==> config.mk <==
export PLATFORM = sky130hd
export DESIGN_NAME = rr_bus_arbiter
export DESIGN_NICKNAME = d
export VERILOG_FILES = /design/src/rtl/arb_pkg.sv /design/src/rtl/rr_bus_arbiter_rr_pick.sv /design/src/rtl/rr_bus_arbiter.sv
export SDC_FILE = /design/constraint.sdc
export NUM_CORES = 1
export LEC_CHECK = 0
export CORE_MARGIN = 2
export CORE_UTILIZATION = 35
export DETAILED_ROUTE_END_ITERATION = 16
export GPL_ROUTABILITY_DRIVEN = 1
export PLACE_DENSITY = 0.66
export SLEW_MARGIN = 20
export SYNTH_ARGS = -nofsm -noshare
export SYNTH_HDL_FRONTEND = slang
export SYNTH_SLANG_ARGS = --single-unit
==> constraint.sdc <==
create_clock -name clk -period 3.5 [get_ports clk]
set_input_delay 0.875 -clock clk [delete_from_list [all_inputs] [get_ports clk]]
set_output_delay 0.875 -clock clk [all_outputs]
set_load 0.005 [all_outputs]
==> src/rtl/arb_pkg.sv <==
// Shared types and defaults for the round-robin bus arbiter.
package arb_pkg;

  typedef enum logic {
    IDLE  = 1'b0,
    GRANT = 1'b1
  } arb_state_t;

  localparam int N_REQ_DEF  = 4;
  localparam int DATA_W_DEF = 8;

  // Width of an index able to name any of n requesters.
  function automatic int sel_w(input int n);
    return (n <= 1) ? 1 : $clog2(n);
  endfunction

endpackage

==> src/rtl/rr_bus_arbiter_rr_pick.sv <==
// Combinational round-robin picker: first set request bit scanning upward
// from i_ptr, wrapping from the top index back to 0.
module rr_pick
  import arb_pkg::*;
#(
  parameter int N_REQ = N_REQ_DEF,
  localparam int SEL_W = sel_w(N_REQ)
) (
  input  logic [N_REQ-1:0] i_req,
  input  logic [SEL_W-1:0] i_ptr,
  output logic             o_found,
  output logic [SEL_W-1:0] o_idx,
  output logic [N_REQ-1:0] o_onehot
);

  logic [SEL_W-1:0] w_scan;

  // Scan from the far end down so the candidate closest to i_ptr is written last.
  always_comb begin
    o_found = 1'b0;
    o_idx   = '0;
    w_scan  = '0;
    for (int k = N_REQ - 1; k >= 0; k--) begin
      w_scan = SEL_W'((int'(i_ptr) + k) % N_REQ);
      if (i_req[w_scan]) begin
        o_found = 1'b1;
        o_idx   = w_scan;
      end
    end
    o_onehot = N_REQ'(o_found) << o_idx;
  end

endmodule

==> src/rtl/rr_bus_arbiter.sv <==
// Demand-driven round-robin arbiter for a shared data bus with burst limiting.
// Build with ARB_PRIORITY_EN defined to make requester 0 high-priority.
module rr_bus_arbiter
  import arb_pkg::*;
#(
  parameter int N_REQ     = N_REQ_DEF,
  parameter int DATA_W    = DATA_W_DEF,
  parameter int MAX_BURST = 4,
  localparam int SEL_W = sel_w(N_REQ),
  localparam int CNT_W = $clog2(MAX_BURST + 1)
) (
  input  logic                    clk,
  input  logic                    rst,
  input  logic [N_REQ-1:0]        req,
  input  logic [N_REQ*DATA_W-1:0] data_in,
  output logic [N_REQ-1:0]        grant,
  output logic [SEL_W-1:0]        sel,
  output logic [DATA_W-1:0]       data_out,
  output logic                    data_valid,
  output logic                    busy
);

  arb_state_t        r_state, w_state_nxt;
  logic [N_REQ-1:0]  r_grant, w_grant_nxt;
  logic [SEL_W-1:0]  r_sel, w_sel_nxt;
  logic [CNT_W-1:0]  r_cnt, w_cnt_nxt;
  logic [SEL_W-1:0]  r_ptr, w_ptr_nxt;
  logic [DATA_W-1:0] r_dout;
  logic              r_dv;

  logic              w_cont, w_accept, w_prio, w_found, w_win_found;
  logic [SEL_W-1:0]  w_ptr_adv, w_pick_ptr, w_idx, w_win_idx;
  logic [N_REQ-1:0]  w_pick_oh, w_win_oh;
  logic [DATA_W-1:0] w_word;

  assign w_accept  = |(r_grant & req);
  assign w_word    = data_in[int'(r_sel)*DATA_W +: DATA_W];
  assign w_cont    = (r_state == GRANT) && req[r_sel] && (r_cnt < CNT_W'(MAX_BURST));
  assign w_ptr_adv = (r_sel == SEL_W'(N_REQ - 1)) ? '0 : r_sel + SEL_W'(1);
  // Releasing owner g scans from g+1, so g itself is only re-picked if alone.
  assign w_pick_ptr = (r_state == IDLE) ? r_ptr : w_ptr_adv;

  rr_pick #(.N_REQ(N_REQ)) u_pick (
    .i_req    (req),
    .i_ptr    (w_pick_ptr),
    .o_found  (w_found),
    .o_idx    (w_idx),
    .o_onehot (w_pick_oh)
  );

`ifdef ARB_PRIORITY_EN
  // Requester 0 wins every decision except the one that ends its own burst.
  assign w_prio = req[0] && !((r_state == GRANT) && (r_sel == '0));
`else
  assign w_prio = 1'b0;
`endif

  assign w_win_found = w_found | w_prio;
  assign w_win_idx   = w_prio ? '0 : w_idx;
  assign w_win_oh    = w_prio ? N_REQ'(1) : w_pick_oh;

  always_ff @(posedge clk) begin
    if (rst) begin
      r_state <= IDLE;
      r_grant <= '0;
      r_sel   <= '0;
      r_cnt   <= '0;
      r_ptr   <= '0;
      r_dout  <= '0;
      r_dv    <= 1'b0;
    end else begin
      r_state <= w_state_nxt;
      r_grant <= w_grant_nxt;
      r_sel   <= w_sel_nxt;
      r_cnt   <= w_cnt_nxt;
      r_ptr   <= w_ptr_nxt;
      r_dv    <= w_accept;
      if (w_accept) r_dout <= w_word;
    end
  end

  always_comb begin
    w_state_nxt = r_state;
    w_grant_nxt = r_grant;
    w_sel_nxt   = r_sel;
    w_cnt_nxt   = r_cnt;
    w_ptr_nxt   = r_ptr;
    case (r_state)
      IDLE: begin
        if (w_win_found) begin
          w_state_nxt = GRANT;
          w_grant_nxt = w_win_oh;
          w_sel_nxt   = w_win_idx;
          w_cnt_nxt   = CNT_W'(1);
        end
      end
      GRANT: begin
        if (w_cont) begin
          w_cnt_nxt = r_cnt + CNT_W'(1);
        end else begin
          w_ptr_nxt = w_ptr_adv;
          if (w_win_found) begin
            w_grant_nxt = w_win_oh;
            w_sel_nxt   = w_win_idx;
            w_cnt_nxt   = CNT_W'(1);
          end else begin
            w_state_nxt = IDLE;
            w_grant_nxt = '0;
            w_cnt_nxt   = '0;
          end
        end
      end
      default: w_state_nxt = IDLE;
    endcase
  end

  always_comb begin
    busy = (r_state == GRANT);
  end

  assign grant      = r_grant;
  assign sel        = r_sel;
  assign data_out   = r_dout;
  assign data_valid = r_dv;

endmodule

; Word level (Yosys, flattened, before mapping)
; Index checks and enable logic that the tools add are counted.
[classes]
addsub = 5
magnitude_cmp = 6
eq_ne = 3
shifts = 2
muxes = 34
bitwise = 3
reduce_logical = 5
[op_table]
columns = op, n
row1 = $shiftx 32x6->8, 1
row2 = $mux 2, 8
row3 = $lt 2x3->1 const B, 5
row4 = $mux 1, 12
row5 = $mux 4, 3
row6 = $bmux 1 s2, 5
row7 = $pmux 4 s2, 1
row8 = $mux 3, 2
row9 = $pmux 3 s2, 1
row10 = $add 2x1->2 const B, 2
row11 = $add 2x2->2 const B, 2
row12 = $and 4x4->4, 1
row13 = $pmux 2 s2, 1
row14 = $reduce_and 2->1, 2
row15 = $reduce_or 4->1, 1
row16 = $shl 1x2->4, 1
row17 = $add 3x1->3 const B, 1
row18 = $lt 3x3->1 const B, 1
row19 = $eq 2x2->1 const B, 1
row20 = $logic_and 1x1->1, 2
row21 = $ne 2x1->1 const B, 1
row22 = $ne 2x2->1 const B, 1
row23 = $not 1->1, 2
row24 = $pmux 1 s2, 1
[totals]
ff_bits = 21
inputBits = 38
out_inout_bits = 16
wordCells = 65

; Logic depth before layout (Yosys ltp)
; Gate-level depths: netlist of run 1.
[logic_depth]
ltp_word = 14
depth_mapped = 6
depth_no_buf = 6

; By module
; Synthesis of run 1 repeated with hierarchy kept, for this count alone.
[hier_totals]
hier_cells = 139
area_unflattened_um2 = 1306.3
[by_module_without_submodules]
columns = module, instances, cells_each, area_each_um2, seq_area_each_um2
row1 = rr_bus_arbiter, 1, 110, 1123.6, 420.4
row2 = rr_pick, 1, 29, 182.7, 0.0

; Worst setup path after synthesis of run 1
; No wires, ideal clock.
[synth_path]
path_type = in2reg
from = input req[0]
to = register r_grant[0], in the netlist grant[0]
setup_ns = 0.117
t_arrival_ns = 1.954
required_time_ns = 3.383
setup_slack_ns = 1.429
path_stages = 6
path_buffers = 1
path_cell_list = nor2b_1 > a211o_1 > and2_1 > buf_2 > o21a_1 > a32o_1
[synth_via]
elab_chain_len = 10
word_cells_on_any_way = 28
cone_classes = eq/ne (2) / shift (1) / mux (22) / reduce/logical (3)
[synth_rtl]
columns = element, line
row1 = "start, declared", rr_bus_arbiter.sv:14  ; input logic [N_REQ-1:0] req,
row2 = $bmux 1 s2, rr_bus_arbiter_rr_pick.sv:25  ; if (i_req[w_scan]) begin
row3 = $mux 1 (implied by the code), rr_bus_arbiter_rr_pick.sv:25
row4 = $mux 1 / $mux 2 (equally long branches) (4 in series), rr_bus_arbiter_rr_pick.sv:25
row5 = $shl 1x2->4, rr_bus_arbiter_rr_pick.sv:30  ; o_onehot = N_REQ'(o_found) << o_idx;
row6 = $mux 4, rr_bus_arbiter.sv:102  ; if (w_win_found) begin
row7 = $mux 4, rr_bus_arbiter.sv:98  ; if (w_cont) begin
row8 = $pmux 4 s2, rr_bus_arbiter.sv:88  ; case (r_state)
row9 = "end signal, assigned", rr_bus_arbiter.sv:73  ; r_grant <= w_grant_nxt;
row10 = "end, declared", rr_bus_arbiter.sv:24  ; logic [N_REQ-1:0] r_grant, w_grant_nxt;
; Parallel ways exist; a longest one is shown, timed or not. The select of a mux whose other input is x is not followed.
; A chain may end at the register's enable or synchronous reset.

; Worst setup path in the final report of run 1
[layout_path]
from = register r_sel[1], in the netlist sel[1]
to = output sel[1]
[layout_lines]
columns = element, line
row1 = "start, declared", rr_bus_arbiter.sv:25  ; logic [SEL_W-1:0] r_sel, w_sel_nxt;
row2 = "start signal, assigned", rr_bus_arbiter.sv:74  ; r_sel <= w_sel_nxt;
row3 = "end, declared", rr_bus_arbiter.sv:17  ; output logic [SEL_W-1:0] sel,
; No word-level cell between the ends.

==> impl_metrics.json, run 1 <==
{
  "diodes": 0,
  "yosys_warnings": 0,
  "status": "completed",
  "cap_violations": 0,
  "cpLargestDelayFamily": "flip-flops",
  "r2r_end": "grant[1]",
  "crit_type": "register to output port",
  "seq_area_sq_um": 420,
  "finalNetCount": 208,
  "min-delay-start": "r_ptr[0]",
  "die_area_sq_um": 3820,
  "drcViolationCount": 0,
  "vias": 1105,
  "gr-usage-all-layers_pct": 16.4,
  "initial_core_util_pct": 37.4,
  "synth_area_sq_um": 1170,
  "critPathSlowestCell": "dfxtp_1",
  "drive_above_1_share_pct": 14.4,
  "ctsLongestPathBuffers": 2,
  "cts_resized": 0,
  "rows": 20,
  "post_cts_buffers": 0,
  "fmax_mhz": 402,
  "die_w_um": 61.8,
  "slew_headroom_pct": 61.5,
  "comb_power_share_pct": 38.5,
  "grt_max_degree": 15,
  "p_int_uw": 463,
  "p_clk_share_pct": 17.3,
  "crit_arrival_ns": 1.61,
  "min_period_ns": 2.49,
  "grt_first_pass_wirelength_um": 4600,
  "slowest_delay_ns": 0.71,
  "cts-hold-fix-buffers": 0,
  "path_cells": "clkdlybuf4s50_1",
  "pre_cts_slack_ns": 0.723,
  "areaGrowthSynthToFinish_pct": 53.3,
  "power_frac_seq_pct": 44.2,
  "synth_seq_cells": 21,
  "synth-edff-count": 0,
  "fp.coreArea_sq_um": 3130,
  "worst_slack_ns": 1.01,
  "end_kind": "output port",
  "ant_nets": 0,
  "fp.dieH_um": 61.8,
  "cp_data_required_time_ns": 2.62,
  "drt-initial-drc-count": 26,
  "gr-total-overflow": 0,
  "grt_pass1_vias": 1019,
  "total_power_uw": 655,
  "insertion_delay_ns": 0.30,
  "avgSynthCellArea_sq_um": 10.4,
  "dr.pass1.iters": 4,
  "antenna_found_initial": 0,
  "clockRootBuffer": "clkbuf_4",
  "slew_viol_final": 0,
  "swShare_pct": 29.3,
  "p_sw_uw": 192,
  "rr_startpoint": "sel[1]",
  "cts_buffers": 3,
  "holdWs_ns": 0.508,
  "cp.buffers_inverters": 1,
  "hp-class": "register to register",
  "nFillCells": 271,
  "hold_end": "r_ptr[0]",
  "htreeDepth": 1,
  "crit_start": "sel[1]",
  "power_density_nw_per_um2": 365,
  "finClkSkew_ns": 0.00209,
  "synth_nets": 152,
  "clock-sinks": 21,
  "detail_route.wl_per_cell_um": 14.9,
  "yosysSeqAreaShare_pct": 35.9,
  "hpwl_um": 2430,
  "synth_cell_types": 32,
  "ir_drop_uv": 252,
  "multi_input_area_sq_um": 718,
  "cts_tree": "built",
  "rsz0062_at_grt": "false",
  "crit_fanout": 13,
  "syn_inst": 112,
  "hold_violations": 0,
  "p_leak_uw": 0.000705,
  "setup_tns_ns": 0,
  "cts.clk_slew.worst_paths_ns": 0.11,
  "period_share_pct": 71.1,
  "synth_ff_type": "dfxtp_1",
  "io_buffers": 53,
  "async_reset_ff_share_pct": 0,
  "worstHoldPathCells": 2,
  "reg2regPathDepth": 6,
  "routed_wl_um": 3150,
  "vias_per_cell": 5.24,
  "finish.utilization_pct": 57.3,
  "place_congestion": 0.812,
  "cp-start-kind": "register",
  "ios": 54,
  "worst_pin_slew_ns": 0.576,
  "r2r_setup_slack_ns": 1.03,
  "finalSetupViolations": 0
}
==> through the flow <==
step	instances	instance area, sq um
finish	211	1790
global placement	207	1770
CTS	211	1790
floorplan	112	1170
detailed placement	207	1770
global route	211	1790
==> synth_stat cells, drive strengths merged, types with 3 or more instances <==
cell type | n | area (sq um)
dfxtp | 21 | 420
nor2 | 13 | 48.8
mux2i | 11 | 110
mux4 | 8 | 180
a21oi | 6 | 30.0
nand2 | 6 | 22.5
a22o | 4 | 35.0
buf | 4 | 18.8
o21ai | 4 | 20.0
and2 | 3 | 18.8
inv | 3 | 11.3
nand2b | 3 | 18.8
nor2b | 3 | 18.8
==> routing by layer <==
layer / track usage, % / share of wire, % / vias to the layer above
li1: - / - / 531
met1: 18.4 / 40 / 525
met2: 30.2 / 48 / 49
met3: 5.80 / 11 / 0
met4: 2.74 / 0 / 0
met5: 0 / 0 / -
==> final cells by class <==
cell class,instances,area share (%)
well taps,44,3.07
clock inverters,1,0.279
inverters,3,0.628
clock buffers,3,1.26
multi-input cells,82,40.1
repair buffers,57,31.3
flip-flops and latches,21,23.4
==> state kept, by name (all words and copies together) (netlist names) <==
signal / cells
r_ptr: 2
r_cnt: 3
grant: 4
busy: 1
data_valid: 1
sel: 2
data_out: 8
==> cells by family after synthesis <==
group | after synthesis | share of synthesized area (%)
muxes | 20 | 25.8
AOI/OAI and AO/OA | 25 | 16.5
and+or+nand+nor | 35 | 16.5
DFF | 21 | 35.9
adders and majority gates | 2 | 2.14
buffers and inverters | 9 | 3.21
==> power groups by stage <==
stage                     clock, uW  combinational (uW)  sequential (uW)
after floorplan                   0                 138              289
after global placement            0                 247              295
after detailed placement          0                 253              296
after CTS                       118                 254              290
after global routing            128                 273              294
final                           113                 252              290
==> cell usage in the layout, fill, tap and decap left out, drive strengths merged, types with 2 or more instances in the layout <==
master / instances
a21oi: 6
a22o: 4
a22oi: 2
a32o: 2
and2: 3
buf: 4
clkbuf: 3
clkdlybuf4s50: 53
dfxtp: 21
ha: 2
inv: 3
mux2i: 11
mux4: 8
nand2: 6
nand2b: 3
nand4: 2
nor2: 13
nor2b: 3
nor4: 2
o21ai: 4
==> worst max path at each step <==
| stage | endpoint | slack (ns) | depth (start not counted) |
|---|---|---|---|
| finish | sel[1] | 1.01 | 1 |
| global route | grant[1] | 0.82 | 6 |
| CTS | sel[1] | 0.97 | 1 |
| detailed placement | grant[0] | 0.72 | 6 |
| global placement | grant[2] | 0.81 | 6 |
| floorplan | grant[0] | 1.43 | 6 |
Power figures use the tool's default switching activity.
==> run 2, diff against run 1 <==
- PLACE_DENSITY: 0.66 -> 0.68
- clock period: 3.5 -> 2.1 ns (I/O delays scaled with it)
==> impl_metrics.json, run 2 (synthesized netlist as in run 1, its figures left out) <==
{
  "largest_reg_flops": 8,
  "layout_commonest_cell": "clkdlybuf4s50_1",
  "slew_viol_final": 0,
  "cts_buffers": 3,
  "insertion_delay_ns": 0.30,
  "crit_type": "register to output port",
  "min_period_ns": 1.97,
  "worst_pin_slew_ns": 0.357,
  "fp.dieH_um": 61.8,
  "cap_violations": 0,
  "p_leak_uw": 0.000763,
  "cts_tree": "built",
  "die_w_um": 61.8,
  "rsz0062_at_grt": "false",
  "rows": 20,
  "grt_first_pass_wirelength_um": 4770,
  "finish.utilization_pct": 60.1,
  "diodes": 0,
  "power_density_nw_per_um2": 600,
  "grt_max_degree": 16,
  "ios": 54,
  "fp.coreArea_sq_um": 3130,
  "seq_area_sq_um": 420,
  "dr.pass1.iters": 4,
  "multi_input_area_sq_um": 712,
  "end_kind": "output port",
  "period_share_pct": 94.0,
  "die_area_sq_um": 3820,
  "crit_arrival_ns": 1.45,
  "slew_headroom_pct": 76.2,
  "hp-class": "register to register",
  "cp-start-kind": "register",
  "htreeDepth": 1,
  "detail_route.wl_per_cell_um": 14.4,
  "setup_tns_ns": 0,
  "routed_wl_um": 3200,
  "ant_nets": 0,
  "grt_pass1_vias": 1104,
  "ir_drop_uv": 298,
  "clockRootBuffer": "clkbuf_4",
  "cts.clk_slew.worst_paths_ns": 0.12,
  "gr-usage-all-layers_pct": 16.7,
  "drive_above_1_share_pct": 19.6,
  "drcViolationCount": 0,
  "clock-sinks": 21,
  "initial_core_util_pct": 37.4,
  "fmax_mhz": 507,
  "crit_fanout": 15,
  "areaGrowthSynthToFinish_pct": 60.7,
  "nFillCells": 261,
  "layout_common_cells": "clkdlybuf4s50_1 (53), dfxtp_1 (21), buf_4 (15)",
  "vias": 1125,
  "status": "completed",
  "hold_violations": 0,
  "io_buffers": 53,
  "final_cells": 223,
  "finalNetCount": 220,
  "post_cts_buffers": 0,
  "finClkSkew_ns": 0.0100,
  "finalSetupViolations": 0,
  "design_area_sq_um": 1880,
  "antenna_found_initial": 0,
  "ctsLongestPathBuffers": 2,
  "drt-initial-drc-count": 44,
  "holdWs_ns": 0.508,
  "vias_per_cell": 5.04,
  "gr-total-overflow": 0,
  "place_area_sq_um": 1850,
  "hpwl_um": 2520,
  "cp_data_required_time_ns": 1.57,
  "dp.cells": 219,
  "place_congestion": 0.831
}
-- run 2: changes by cell type in the layout (fill, tap and decap cells not counted) --
cell	previous run	this run
buf_4	4	15
a221oi_1	0	1
a221oi_2	1	0
buf_6	0	1
-- run 2: path summary, 6_finish.rpt --
check,from,to,slack [ns],cells past startpoint
max,sel[0],sel[0],0.13,2
min,data_out[3],data_out[3],0.51,2
max reg2reg,sel[0],grant[1],0.15,6
min reg2reg,data_out[3],data_out[3],0.51,2
-- run 2: power by group --
group / leakage (uW) / internal (uW) / switching (uW)
registers: 0.000172 / 442 / 27.8
clock network: 0.0000177 / 71.0 / 122
logic: 0.000573 / 287 / 178
total: 0.000763 / 800 / 328
-- run 2: critical path, stage by stage (launching register included) --
cell	delay [ns]
dfxtp_1	0.39
buf_6	0.22
clkdlybuf4s50_1	0.53
-- run 2: through the flow --
step / worst slack (ns) / total power (uW)
floorplan: 0.202 / 711
global placement: -0.0489 / 934
detailed placement: -0.0887 / 943
CTS: 0.0530 / 1140
global route: 0.0662 / 1190
finish: 0.127 / 1130
-- run 2: routing by layer --
layer	up-vias	GRT usage [%]	share of wire (%)
met1	529	20.1	43
met5	-	0	0
met3	0	3.52	8.6
met2	40	30.5	49
li1	556	-	-
met4	0	3.65	0
-- run 2: final cells by class --
class / instances / share of cell area, %
flip-flops and latches: 21 / 22.4
inverters: 3 / 0.599
multi-input cells: 82 / 37.9
repair buffers: 69 / 34.8
well taps: 44 / 2.93
clock inverters: 1 / 0.266
clock buffers: 3 / 1.20
-- run 2: timing repair --
| item | CTS | global route |
|---|---|---|
| hold buffers | 0 | 0 |
| endpoints found under the setup margin | 0 | 1 |
| gates resized for setup | 0 | 1 |
==> run 3, diff against run 2 <==
- CORE_MARGIN: 2 -> 1.5
- MAX_ROUTING_LAYER: unset -> met4
- SKIP_CTS_REPAIR_TIMING: unset -> 1
==> impl_metrics.json, run 3 (synthesized netlist as in run 1, its figures left out) <==
{
  "p_int_uw": 796,
  "r2r_setup_slack_ns": 0.18,
  "seq_area_sq_um": 420,
  "diodes": 0,
  "rsz0062_at_grt": "false",
  "ctsLongestPathBuffers": 2,
  "finClkSkew_ns": 0.00668,
  "grt_first_pass_wirelength_um": 5050,
  "finalSetupViolations": 0,
  "crit_type": "register to output port",
  "antenna_found_initial": 0,
  "cts_buffers": 3,
  "pre_cts_slack_ns": -0.115,
  "largest_reg_flops": 8,
  "cap_violations": 0,
  "grt_pass1_vias": 1126,
  "die_w_um": 60.8,
  "min_period_ns": 2.00,
  "hpwl_um": 2450,
  "clock-sinks": 21,
  "cts_tree": "built",
  "hold_end": "r_ptr[0]",
  "rows": 20,
  "worst_slack_ns": 0.101,
  "rr_startpoint": "sel[0]",
  "power_density_nw_per_um2": 597,
  "total_power_uw": 1120,
  "areaGrowthSynthToFinish_pct": 61.1,
  "reg2regPathDepth": 6,
  "hp-class": "register to register",
  "io_buffers": 53,
  "cp-start-kind": "register",
  "gr-total-overflow": 0,
  "cts.clk_slew.worst_paths_ns": 0.12,
  "drcViolationCount": 0,
  "routed_wl_um": 3190,
  "status": "completed",
  "slew_headroom_pct": 78.1,
  "dr.pass1.iters": 4,
  "comb_power_share_pct": 41.1,
  "place_congestion": 0.890,
  "worst_pin_slew_ns": 0.326,
  "slowest_delay_ns": 0.55,
  "finish.utilization_pct": 60.7,
  "crit_fanout": 15,
  "worstHoldPathCells": 2,
  "end_kind": "output port",
  "drive_above_1_share_pct": 20.0,
  "ant_nets": 0,
  "min-delay-start": "r_ptr[0]",
  "ir_drop_uv": 266,
  "period_share_pct": 95.2,
  "layout_common_cells": "clkdlybuf4s50_1 (53), dfxtp_1 (21), buf_4 (17)",
  "cpLargestDelayFamily": "buffers and inverters",
  "ios": 54,
  "fmax_mhz": 500,
  "crit_arrival_ns": 1.47,
  "htreeDepth": 1,
  "fp.dieH_um": 60.8,
  "drt-initial-drc-count": 30,
  "p_leak_uw": 0.000767,
  "r2r_end": "grant[1]",
  "multi_input_area_sq_um": 712,
  "vias": 1172,
  "critPathSlowestCell": "clkdlybuf4s50_1",
  "path_cells": "buf_4 > clkdlybuf4s50_1",
  "detail_route.wl_per_cell_um": 14.2,
  "die_area_sq_um": 3700,
  "nFillCells": 281,
  "p_sw_uw": 328,
  "slew_viol_final": 0,
  "cp_data_required_time_ns": 1.57,
  "layout_commonest_cell": "clkdlybuf4s50_1",
  "swShare_pct": 29.2,
  "power_frac_seq_pct": 41.6,
  "hold_violations": 0,
  "clockRootBuffer": "clkbuf_4",
  "fp.coreArea_sq_um": 3100,
  "cp.buffers_inverters": 2,
  "vias_per_cell": 5.23,
  "grt_max_degree": 16,
  "gr-usage-all-layers_pct": 18.5,
  "p_clk_share_pct": 17.3,
  "insertion_delay_ns": 0.30,
  "finalNetCount": 221,
  "initial_core_util_pct": 37.7
}
## run 3: worst min-delay path: stages, from the launching register on
cell     delay, ns
dfxtp_1       0.34
o21ai_0       0.07
a21oi_1       0.06
## run 3: how the worst max path moves through the flow
stage | from | endpoint | cells past startpoint
after CTS | sel[0] | sel[0] | 2
after global routing | sel[0] | sel[0] | 2
final | sel[0] | sel[0] | 2
after detailed placement | req[2] | grant[0] | 6
after global placement | req[3] | data_out[4] | 7
after floorplan | sel[0] | grant[1] | 6
## run 3: per-layer routing
metal | up-vias | GRT usage [%] | part of all wire, %
met3 | 6 | 3.62 | 10
met5 | - | - | 0
met1 | 545 | 21.2 | 42
li1 | 559 | - | -
met2 | 62 | 32.1 | 47
met4 | 0 | 5.90 | 1.2
## run 3: layout make-up
| cell class | count | area share [%] |
|---|---|---|
| Sequential cell | 21 | 22.3 |
| Timing Repair Buffer | 70 | 34.9 |
| Inverter | 3 | 0.598 |
| Multi-Input combinational cell | 82 | 37.8 |
| Clock buffer | 3 | 1.20 |
| Clock inverter | 1 | 0.266 |
| Tap cell | 44 | 2.92 |
## run 3: per-stage QoR
step / std cells / setup TNS [ns] / hold slack (ns) / area [sq um]
2_1_floorplan: 112 / 0 / 0.454 / 1170
3_3_place_gp: 220 / -0.973 / 0.467 / 1860
3_5_place_dp: 220 / -1.21 / 0.485 / 1860
4_1_cts: 224 / 0 / 0.505 / 1880
5_1_grt: 224 / 0 / 0.537 / 1880
6_report: 224 / 0 / 0.504 / 1880
## run 3: power by group through the flow
stage	clock network (uW)	logic (uW)	registers, uW
final	195	463	467
after global routing	215	500	474
after CTS	202	465	468
after detailed placement	0	461	477
after global placement	0	454	476
after floorplan	0	230	481
